$ cat src/rtl/fft_pkg.sv
`default_nettype none
// +----------------------------------------------------------------------------+
// | Module   : fft_pkg                                                          |
// | Purpose  : Shared constants, complex word type and bit-reverse helper for   |
// |            the 8-point FFT input path.                                      |
// | Contents : DATA_W, FFT_N, LOG2N, cplx_t, bitrev3()                          |
// | Revision : 1.0  initial release                                             |
// +----------------------------------------------------------------------------+
package fft_pkg;

  localparam int DATA_W = 9;
  localparam int FFT_N  = 8;
  localparam int LOG2N  = 3;

  typedef struct packed {
    logic signed [DATA_W-1:0] re;
    logic signed [DATA_W-1:0] im;
  } cplx_t;

  function automatic logic [LOG2N-1:0] bitrev3(input logic [LOG2N-1:0] k);
    return {k[0], k[1], k[2]};
  endfunction

endpackage
`default_nettype wire

$ cat src/rtl/fft_frame_loader_if.sv
`default_nettype none
// +----------------------------------------------------------------------------+
// | Module   : fft_frame_loader_if                                              |
// | Purpose  : Sample-in stream and frame-out bus of the FFT frame loader.      |
// | Ports    : in_valid/in_ready/in_sof/in_re/in_im  - sample stream           |
// |            out_valid/out_ready/outr0..7/outi0..7 - parallel frame          |
// |            sof_err                              - resync pulse             |
// |            modport slave  : the loader                                      |
// |            modport master : upstream source plus downstream FFT stage       |
// | Revision : 1.0  initial release                                             |
// +----------------------------------------------------------------------------+
interface fft_frame_loader_if;
  import fft_pkg::*;

  logic                     in_valid;
  logic                     in_ready;
  logic                     in_sof;
  logic signed [DATA_W-1:0] in_re;
  logic signed [DATA_W-1:0] in_im;
  logic                     out_valid;
  logic                     out_ready;
  logic signed [DATA_W-1:0] outr0, outr1, outr2, outr3, outr4, outr5, outr6, outr7;
  logic signed [DATA_W-1:0] outi0, outi1, outi2, outi3, outi4, outi5, outi6, outi7;
  logic                     sof_err;

  modport slave (
    input  in_valid, in_sof, in_re, in_im, out_ready,
    output in_ready, out_valid, sof_err,
    output outr0, outr1, outr2, outr3, outr4, outr5, outr6, outr7,
    output outi0, outi1, outi2, outi3, outi4, outi5, outi6, outi7
  );

  modport master (
    output in_valid, in_sof, in_re, in_im, out_ready,
    input  in_ready, out_valid, sof_err,
    input  outr0, outr1, outr2, outr3, outr4, outr5, outr6, outr7,
    input  outi0, outi1, outi2, outi3, outi4, outi5, outi6, outi7
  );

endinterface
`default_nettype wire

$ cat src/rtl/fft_frame_bank.sv
`default_nettype none
// +----------------------------------------------------------------------------+
// | Module   : fft_frame_bank                                                   |
// | Purpose  : One frame buffer: 8-entry complex register file with indexed     |
// |            write, a full flag with set/clear, and parallel read.            |
// | Ports    : clk, rst        - clock, asynchronous active-high reset          |
// |            i_wr_en/i_wr_slot/i_wr_data - single-word write                  |
// |            i_set_full/i_clr_full       - full flag control (set wins)       |
// |            o_full, o_rd_data           - flag and all 8 words              |
// | Revision : 1.0  initial release                                             |
// +----------------------------------------------------------------------------+
module fft_frame_bank
  import fft_pkg::*;
(
  input  wire logic             clk,
  input  wire logic             rst,
  input  wire logic             i_wr_en,
  input  wire logic [LOG2N-1:0] i_wr_slot,
  input  wire cplx_t            i_wr_data,
  input  wire logic             i_set_full,
  input  wire logic             i_clr_full,
  output logic                  o_full,
  output cplx_t [FFT_N-1:0]     o_rd_data
);

  cplx_t [FFT_N-1:0] r_mem;
  logic              r_full;

  always_ff @(posedge clk or posedge rst) begin
    if (rst) begin
      r_mem  <= '0;
      r_full <= 1'b0;
    end else begin
      if (i_wr_en)
        r_mem[i_wr_slot] <= i_wr_data;
      if (i_set_full)
        r_full <= 1'b1;
      else if (i_clr_full)
        r_full <= 1'b0;
    end
  end

  assign o_full    = r_full;
  assign o_rd_data = r_mem;

endmodule
`default_nettype wire

$ cat src/rtl/fft_frame_loader.sv
`default_nettype none
// +----------------------------------------------------------------------------+
// | Module   : fft_frame_loader                                                 |
// | Purpose  : Assembles 8 streamed complex samples into a frame and presents   |
// |            completed frames in parallel from a ping-pong pair of banks.     |
// | Ports    : clk, rst - clock, asynchronous active-high reset                 |
// |            bus      - fft_frame_loader_if.slave (stream in, frame out)      |
// | Config   : FFT_LOADER_BITREV_EN defined -> sample k lands in slot           |
// |            bitrev3(k); undefined -> natural order.                          |
// | Revision : 1.0  initial release                                             |
// +----------------------------------------------------------------------------+
module fft_frame_loader
  import fft_pkg::*;
(
  input wire logic           clk,
  input wire logic           rst,
  fft_frame_loader_if.slave  bus
);

  logic [LOG2N-1:0]  r_wr_idx;
  logic              r_wr_sel;
  logic              r_rd_sel;
  logic              r_sof_err;

  logic [1:0]        w_full;
  cplx_t [FFT_N-1:0] w_rd [2];
  cplx_t [FFT_N-1:0] w_out;
  logic              w_accept;
  logic              w_resync;
  logic              w_complete;
  logic              w_consume;
  logic [LOG2N-1:0]  w_idx;
  logic [LOG2N-1:0]  w_slot;
  cplx_t             w_wr_data;

  // in_ready depends only on registered flags, so a consume this cycle
  // frees the writer no earlier than the next cycle.
  assign bus.in_ready  = !w_full[r_wr_sel];
  assign bus.out_valid = w_full[r_rd_sel];
  assign bus.sof_err   = r_sof_err;

  assign w_accept   = bus.in_valid && bus.in_ready;
  assign w_consume  = bus.out_valid && bus.out_ready;
  // A start-of-frame mid-frame restarts the frame: the sample goes to
  // position 0 and the stale slots are overwritten by the samples that follow.
  assign w_resync   = w_accept && bus.in_sof && (r_wr_idx != '0);
  assign w_idx      = w_resync ? '0 : r_wr_idx;
  assign w_complete = w_accept && (w_idx == LOG2N'(FFT_N - 1));
  assign w_wr_data  = '{re: bus.in_re, im: bus.in_im};

`ifdef FFT_LOADER_BITREV_EN
  assign w_slot = bitrev3(w_idx);
`else
  assign w_slot = w_idx;
`endif

  always_ff @(posedge clk or posedge rst) begin
    if (rst) begin
      r_wr_idx  <= '0;
      r_wr_sel  <= 1'b0;
      r_rd_sel  <= 1'b0;
      r_sof_err <= 1'b0;
    end else begin
      r_sof_err <= w_resync;
      if (w_accept)
        r_wr_idx <= w_idx + 1'b1;   // wraps 7 -> 0 at frame end
      if (w_complete)
        r_wr_sel <= ~r_wr_sel;
      if (w_consume)
        r_rd_sel <= ~r_rd_sel;
    end
  end

  // Bank 0 is A, bank 1 is B. Set and clear never hit the same bank in one
  // cycle: completion needs the bank empty, consumption needs it full.
  for (genvar gi = 0; gi < 2; gi++) begin : g_bank
    fft_frame_bank u_bank (
      .clk        (clk),
      .rst        (rst),
      .i_wr_en    (w_accept && (r_wr_sel == 1'(gi))),
      .i_wr_slot  (w_slot),
      .i_wr_data  (w_wr_data),
      .i_set_full (w_complete && (r_wr_sel == 1'(gi))),
      .i_clr_full (w_consume && (r_rd_sel == 1'(gi))),
      .o_full     (w_full[gi]),
      .o_rd_data  (w_rd[gi])
    );
  end

  assign w_out = w_rd[r_rd_sel];

  assign bus.outr0 = w_out[0].re;
  assign bus.outr1 = w_out[1].re;
  assign bus.outr2 = w_out[2].re;
  assign bus.outr3 = w_out[3].re;
  assign bus.outr4 = w_out[4].re;
  assign bus.outr5 = w_out[5].re;
  assign bus.outr6 = w_out[6].re;
  assign bus.outr7 = w_out[7].re;
  assign bus.outi0 = w_out[0].im;
  assign bus.outi1 = w_out[1].im;
  assign bus.outi2 = w_out[2].im;
  assign bus.outi3 = w_out[3].im;
  assign bus.outi4 = w_out[4].im;
  assign bus.outi5 = w_out[5].im;
  assign bus.outi6 = w_out[6].im;
  assign bus.outi7 = w_out[7].im;

endmodule
`default_nettype wire
$ cat src/flat_wrapper.sv
// flat-port wrapper written by rule: the top's interface ports become plain ports
module fft_frame_loader_flat import fft_pkg::*;
  (clk, rst, bus_in_valid, bus_in_sof, bus_in_re, bus_in_im, bus_out_ready, bus_in_ready, bus_out_valid, bus_sof_err, bus_outr0, bus_outr1, bus_outr2, bus_outr3, bus_outr4, bus_outr5, bus_outr6, bus_outr7, bus_outi0, bus_outi1, bus_outi2, bus_outi3, bus_outi4, bus_outi5, bus_outi6, bus_outi7);
  fft_frame_loader_if bus_i ();
  input wire logic clk;
  input wire logic rst;
  input wire logic [$bits(bus_i.in_valid)-1:0] bus_in_valid;
  input wire logic [$bits(bus_i.in_sof)-1:0] bus_in_sof;
  input wire logic [$bits(bus_i.in_re)-1:0] bus_in_re;
  input wire logic [$bits(bus_i.in_im)-1:0] bus_in_im;
  input wire logic [$bits(bus_i.out_ready)-1:0] bus_out_ready;
  output wire logic [$bits(bus_i.in_ready)-1:0] bus_in_ready;
  output wire logic [$bits(bus_i.out_valid)-1:0] bus_out_valid;
  output wire logic [$bits(bus_i.sof_err)-1:0] bus_sof_err;
  output wire logic [$bits(bus_i.outr0)-1:0] bus_outr0;
  output wire logic [$bits(bus_i.outr1)-1:0] bus_outr1;
  output wire logic [$bits(bus_i.outr2)-1:0] bus_outr2;
  output wire logic [$bits(bus_i.outr3)-1:0] bus_outr3;
  output wire logic [$bits(bus_i.outr4)-1:0] bus_outr4;
  output wire logic [$bits(bus_i.outr5)-1:0] bus_outr5;
  output wire logic [$bits(bus_i.outr6)-1:0] bus_outr6;
  output wire logic [$bits(bus_i.outr7)-1:0] bus_outr7;
  output wire logic [$bits(bus_i.outi0)-1:0] bus_outi0;
  output wire logic [$bits(bus_i.outi1)-1:0] bus_outi1;
  output wire logic [$bits(bus_i.outi2)-1:0] bus_outi2;
  output wire logic [$bits(bus_i.outi3)-1:0] bus_outi3;
  output wire logic [$bits(bus_i.outi4)-1:0] bus_outi4;
  output wire logic [$bits(bus_i.outi5)-1:0] bus_outi5;
  output wire logic [$bits(bus_i.outi6)-1:0] bus_outi6;
  output wire logic [$bits(bus_i.outi7)-1:0] bus_outi7;
  assign bus_i.in_valid = bus_in_valid;
  assign bus_i.in_sof = bus_in_sof;
  assign bus_i.in_re = bus_in_re;
  assign bus_i.in_im = bus_in_im;
  assign bus_i.out_ready = bus_out_ready;
  assign bus_in_ready = bus_i.in_ready;
  assign bus_out_valid = bus_i.out_valid;
  assign bus_sof_err = bus_i.sof_err;
  assign bus_outr0 = bus_i.outr0;
  assign bus_outr1 = bus_i.outr1;
  assign bus_outr2 = bus_i.outr2;
  assign bus_outr3 = bus_i.outr3;
  assign bus_outr4 = bus_i.outr4;
  assign bus_outr5 = bus_i.outr5;
  assign bus_outr6 = bus_i.outr6;
  assign bus_outr7 = bus_i.outr7;
  assign bus_outi0 = bus_i.outi0;
  assign bus_outi1 = bus_i.outi1;
  assign bus_outi2 = bus_i.outi2;
  assign bus_outi3 = bus_i.outi3;
  assign bus_outi4 = bus_i.outi4;
  assign bus_outi5 = bus_i.outi5;
  assign bus_outi6 = bus_i.outi6;
  assign bus_outi7 = bus_i.outi7;
  fft_frame_loader u_core (.clk(clk), .rst(rst), .bus(bus_i));
endmodule
$ cat config.mk
export PLATFORM = sky130hd
export DESIGN_NAME = fft_frame_loader_flat
export DESIGN_NICKNAME = d
export VERILOG_FILES = /design/src/rtl/fft_pkg.sv /design/src/rtl/fft_frame_loader_if.sv /design/src/rtl/fft_frame_bank.sv /design/src/rtl/fft_frame_loader.sv /design/src/flat_wrapper.sv
export SDC_FILE = /design/constraint.sdc
export NUM_CORES = 1
export LEC_CHECK = 0
export ABC_CLOCK_PERIOD_IN_PS = 28500
export BUFFER_PORTS_ARGS = -buffer_cell sky130_fd_sc_hd__buf_4
export CORE_MARGIN = 2
export CORE_UTILIZATION = 40
export DETAILED_ROUTE_END_ITERATION = 12
export GPL_TIMING_DRIVEN = 0
export REMOVE_ABC_BUFFERS = 1
export SYNTH_ARGS = -nofsm -noshare
export SYNTH_HDL_FRONTEND = slang
export SYNTH_SLANG_ARGS = --single-unit
$ cat constraint.sdc
create_clock -name clk -period 28.5 [get_ports clk]
set_clock_uncertainty 0.05 [all_clocks]
set_input_delay 5.7 -clock clk [delete_from_list [all_inputs] [get_ports clk]]
set_output_delay 5.7 -clock clk [all_outputs]
set_load 0.01 [all_outputs]
==> results of run 1 <==
## worst reg2reg max path, delay by kind of cell (launching register included)
family,cells,cell delay (ps)
and+or+nand+nor,1,150
muxes,1,430
DFF,1,920
AOI/OAI and AO/OA,1,840
## per-layer routing
layer / track usage [%] / vias up
li1: - / 3322
met1: 24.5 / 3772
met2: 28.8 / 135
met3: 4.44 / 33
met4: 4.09 / 0
met5: 0 / -
## power by group
group	internal, mW	switching, mW
Sequential	0.594	0.0986
Combinational	0.429	0.294
Clock	0.254	0.167
Total	1.28	0.560
## registers in the layout, summed over array words and instances (netlist names)
signal and count:
u_core.g_bank.u_bank.o_full 2, u_core.r_wr_idx 3, u_core.g_bank.u_bank.o_rd_data 288, u_core.bus.sof_err 1
u_core.r_wr_sel 1, u_core.r_rd_sel 1
## cells in the mapped netlist, drive strengths merged (2+ instances only)
| cell | instances | area, um2 |
|---|---|---|
| buf | 40 | 337 |
| nand2 | 8 | 45.1 |
| dfrtp | 296 | 7410 |
| inv | 2 | 7.51 |
| nor2 | 5 | 35.0 |
| nand3 | 6 | 92.6 |
| o21ai | 4 | 20.0 |
| clkbuf | 19 | 71.3 |
| and3 | 2 | 17.5 |
| and4bb | 2 | 25.0 |
| o211ai | 2 | 33.8 |
| nor3 | 2 | 26.3 |
| ha | 2 | 25.0 |
| nand4 | 2 | 42.5 |
| mux2 | 436 | 4970 |
| and2 | 3 | 18.8 |
## final cells by class
type / count / area (um2)
fill: 2922 / 16700
sequential: 296 / 7410
multi-input combinational: 483 / 5440
timing repair buffer: 175 / 1420
clock buffer: 55 / 1060
tap: 442 / 553
clock inverter: 4 / 20.0
inverter: 2 / 15.0
## metrics by stage
stage	cells	setup WS, ps
floorplan	781	14570
global placement	1392	10840
detailed placement	1398	20990
CTS	1457	20440
global route	1457	20400
finish	1457	20450
## kinds of logic after synthesis
group | share of synthesized area, %
AOI/OAI and AO/OA | 0.491
adders and majority gates | 0.189
buffers and inverters | 3.13
DFF | 55.9
muxes | 37.6
and+or+nand+nor | 2.71
## path summary, 6_finish.rpt
check                                                      startpoint  cells after the start                                      to
worst max-delay path                                  u_core.r_rd_sel                      3                            bus_outr1[6]
worst min-delay path            u_core.g_bank[0].u_bank.o_rd_data[67]                      1   u_core.g_bank[0].u_bank.o_rd_data[67]
worst max register to register                     u_core.r_wr_idx[0]                      3    u_core.g_bank[1].u_bank.o_rd_data[8]
worst min register to register  u_core.g_bank[0].u_bank.o_rd_data[67]                      1   u_core.g_bank[0].u_bank.o_rd_data[67]
max in group asynchronous                                         rst                      4  u_core.g_bank[0].u_bank.o_rd_data[126]
min in group asynchronous                                         rst                      2   u_core.g_bank[1].u_bank.o_rd_data[23]
==> run_results.csv, run 1 <==
group,metric,value,unit
route,highest_layer,"met4",
clock_tree,cts_root_buffer,"clkbuf_16",
floorplan,rows,66,
min_path,hp-class,"flop to flop",
worst_setup_path,crit_family,"flip-flops",
pwr,leakage,7.65,nW
yosys,syn_area_per_cell,15.8,um2
worst_setup_path,path_buf_inv,2,
clock_tree,cts_num_sinks,296,
clock_tree,clock_latency,500,ps
clock_tree,cts.clk_slew.worst_paths,60,ps
route,via_per_inst,4.98,
yosys,syn_inst,840,
sta,fin_tns_setup,0,ps
clock_tree,htreeDepth,2,
route,drtIter0Drc,278,
sta,fmax,0.124,GHz
run,maxCapViolations,0,
sta,hold_slack,440,ps
finish,mostFrequentLayoutCells,"mux2_2 (417), dfrtp_1 (295), buf_4 (169), clkbuf_16 (37), mux2_4 (16)",
route,wl_per_cell,21.0,um
placement,place_area,14800,um2
worst_setup_path,slowest_delay,780,ps
sta,drv_slew,0,
worst_setup_path,r2r_slack,25980,ps
yosys,synthFlopType,"dfrtp_1",
sta,fin_crit_sh,28.2,%
worst_setup_path,cpMaxStageDelayCell,"dfrtp_4",
route,drtAntennaViolNets,0,
finish,fin_nets,1017,
yosys,ys_seq_area_share,55.9,%
floorplan,core-area,32600,um2
finish,antenna_cells,0,
clock_tree,cts_hold_buf,0,
floorplan,die_area,34600,um2
yosys,ys_ff_latch,296,
worst_setup_path,cp_data_required_time,22750,ps
sta,tightestPinTransition,1020,ps
global_routing,grt_first_pass_wirelength,46500,um
floorplan,die_h,186,um
floorplan,die_w,186,um
sta,setup_violations,0,
outcome,status,"complete, no violations",
global_routing,antenna_found_initial,0,
clock_tree,post-cts-setup-buffers,0,
finish,final_common_cell,"mux2_2",
yosys,async_flop_share,100,%
worst_setup_path,critPathArrivalTime,2300,ps
global_routing,grt_pass1_vias,7466,
floorplan,io_pins,170,
route,wl_met3,1700,um
route,drc,0,
finish,utilization,48.8,%
sta,hold_viol_final,0,
placement,gp_congestion,0.669,
clock_tree,cts_buffers,34,
clock_tree,clockBufferDepth,3,
clock_tree,cts_tree,"built",
placement,port_buffers,169,
worst_setup_path,start_kind,"flop",
route,vias,7262,
yosys,ys_types,37,
worst_setup_path,crit_path_cell_trace,"buf_16, mux2_2, buf_4",
sta,period_minus_slack,8050,ps
finish,fin_area,15900,um2
global_routing,overflow,0,
sta,maxSlewHeadroom,31.7,%
sta,rsz0062_at_grt,"false",
yosys,synth_edf_count,0,
route,drt-met1-wl,14000,um
floorplan,initial_core_util,40.6,%
route,wl_met2,14400,um
finish,drive_gt1_share,67.2,%
pwr,power.total,1.84,mW
global_routing,grt_max_degree,88,
global_routing,grt_usage,17.9,%
yosys,yosysWarningCount,0,
finish,syn_to_final_growth,20.1,%
route,drtPass1Iterations,4,
worst_setup_path,critical_path_class,"flop to primary output",
placement,dp_hpwl,17700,um
route,drt_wl_total,30600,um
worst_setup_path,end_kind,"primary output",
pwr,ir_drop,54.7,uV
clock_tree,ctsResizeCount,0,
worst_setup_path,path_max_fanout,61,
pwr,pwr_density_cell,115,nW/um2
yosys,syn_area,13300,um2
Power figures use the tool's default switching activity.
==> run 2, diff against run 1 <==
- ABC_AREA: unset -> 1
- ABC_CLOCK_PERIOD_IN_PS: 28500 -> 8300
- clock period: 28.5 -> 8.3 ns (I/O delays scaled with it)
==> run_results.csv, run 2 <==
group,metric,value,unit
outcome,status,"complete, no violations",
yosys,ys_ff_latch,296,
route,drc,0,
clock_tree,post-cts-setup-buffers,0,
global_routing,grt_first_pass_wirelength,64700,um
min_path,hp-class,"flop to flop",
route,drtAntennaViolNets,0,
global_routing,grt_pass1_vias,11400,
sta,fmax,0.231,GHz
worst_setup_path,critPathArrivalTime,2630,ps
floorplan,die_h,196,um
clock_tree,cts_tree,"built",
pwr,leakage,9.25,nW
floorplan,initial_core_util,40.4,%
sta,hold_slack,422,ps
finish,fill_cells,3514,
worst_setup_path,rr_startpoint,"u_core.r_wr_sel",
floorplan,die_area,38300,um2
sta,fin_crit_sh,52.2,%
worst_setup_path,critical_path_class,"flop to primary output",
finish,drive_gt1_share,13.4,%
yosys,yosys.cell_count.top_type,"nand2_1",
sta,rsz0062_at_grt,"false",
clock_tree,ctsResizeCount,0,
sta,setup_violations,0,
worst_setup_path,path_max_fanout,71,
global_routing,grt_max_degree,116,
yosys,synthTopCellsByArea,"dfrtp_1 (50%), nand2_1 (19%), o21bai_1 (11%)",
pwr,ir_drop,222,uV
finish,fin_nets,1989,
global_routing,overflow,0,
clock_tree,cts_root_buffer,"clkbuf_16",
worst_setup_path,critPathLaunch,"u_core.r_rd_sel",
route,vias,11700,
worst_setup_path,start_kind,"flop",
worst_setup_path,cp_data_required_time,6590,ps
sta,drv_slew,0,
clock_tree,cts_buffers,35,
floorplan,die_w,196,um
clock_tree,cts_hold_buf,0,
sta,tightestPinTransition,1230,ps
floorplan,core-area,36300,um2
yosys,synth_edf_count,0,
yosys,synthFlopType,"dfrtp_1",
clock_tree,clock_latency,500,ps
finish,largest_reg_flops,288,
yosys,syn_area_per_cell,7.89,um2
min_path,min-delay-start,"u_core.g_bank[1].u_bank.o_rd_data[21]",
run,maxCapViolations,0,
finish,mostFrequentLayoutCells,"nand2_1 (745), dfrtp_1 (295), inv_1 (260), o21bai_1 (216), o21ai_0 (181)",
global_routing,grt_usage,21.7,%
clock_tree,cts.clk_slew.worst_paths,60,ps
floorplan,io_pins,170,
clock_tree,htreeDepth,2,
placement,port_buffers,169,
yosys,ys_types,26,
sta,period_minus_slack,4340,ps
finish,syn_to_final_growth,19.3,%
sta,hold_viol_final,0,
finish,antenna_cells,0,
global_routing,antenna_found_initial,0,
yosys,syn_inst,1862,
yosys,synth_top_area_cell,"dfrtp_1",
finish,fin_area,17500,um2
floorplan,rows,70,
placement,gp_congestion,0.755,
clock_tree,clockBufferDepth,3,
yosys,yosysWarningCount,0,
clock_tree,cts_num_sinks,296,
worst_setup_path,end_kind,"primary output",
finish,utilization,48.2,%
placement,place_area,16300,um2
route,drtIter0Drc,844,
yosys,ys_top_cells_by_count,"nand2_1 (745), dfrtp_1 (296), inv_1 (261)",
yosys,syn_area,14700,um2
yosys,synth_top_area_share,50.4,%
route,via_per_inst,4.75,
yosys,ys_seq_area_share,50.4,%
route,wl_per_cell,16.7,um
pwr,pwr_density_cell,415,nW/um2
route,drt_wl_total,40900,um
finish,final_common_cell,"nand2_1",
yosys,async_flop_share,100,%
pwr,power.total,7.26,mW
sta,maxSlewHeadroom,17.7,%
placement,dp_hpwl,23600,um
route,drtPass1Iterations,5,
## run 2: kinds of logic (layout without fill, tap and decap cells)
group                    count (synthesis)  count (layout)  synth area share [%]
AO/OA/AOI/OAI                          402             402                  17.4
adder cells (fa/ha/maj)                  2               2                 0.170
buffers and inverters                  387             512                  10.9
flip-flops                             296             296                  50.4
AND/OR/NAND/NOR                        775             775                  21.1
## run 2: power breakdown
group	switching (mW)	leakage (nW)	internal, mW
clock network	0.603	0.610	1.04
logic	1.82	5.35	1.41
registers	0.298	3.30	2.10
total	2.72	9.25	4.54
## run 2: critical path, cell delays in order (launching register included)
cell and delay, ps:
dfrtp_4 710, buf_16 300, inv_1 680, nand2_1 120, nand2_1 130, buf_4 130
## run 2: worst paths after layout
kind,endpoint,slack [ps],cells after the start
setup / recovery,bus_outi0[4],3960,5
max in group asynchronous,u_core.g_bank[1].u_bank.o_rd_data[102],5520,4
hold / removal,u_core.g_bank[1].u_bank.o_rd_data[21],420,2
min in group asynchronous,u_core.g_bank[0].u_bank.o_rd_data[25],1150,2
setup reg to reg,u_core.g_bank[0].u_bank.o_rd_data[91],5460,8
hold reg to reg,u_core.g_bank[1].u_bank.o_rd_data[21],420,2
## run 2: area by class of cell
type                       instances  area [um2]  share of cell area [%]
clock buffer                      50        1050                    6.02
clock inverter                    10         175                    1.00
inverter                         265        1010                    5.76
timing repair buffer             187        1610                    9.19
multi-input combinational       1179        5680                    32.4
sequential                       296        7410                    42.3
tap                              468         586                    3.34
## run 2: through the flow
| step | setup slack [ps] | TNS (ps) | std cells |
|---|---|---|---|
| 2_1_floorplan | -1590 | -469400 | 1740 |
| 3_3_place_gp | -5340 | -1747870 | 2377 |
| 3_5_place_dp | 4170 | 0 | 2395 |
| 4_1_cts | 3930 | 0 | 2455 |
| 5_1_grt | 3820 | 0 | 2455 |
| 6_report | 3960 | 0 | 2455 |
## run 2: layer usage
metal | wire, um | track usage (%)
met4 | 855 | 5.48
met3 | 1830 | 3.16
met5 | 0 | 0
met1 | 19200 | 30.5
met2 | 19000 | 35.4
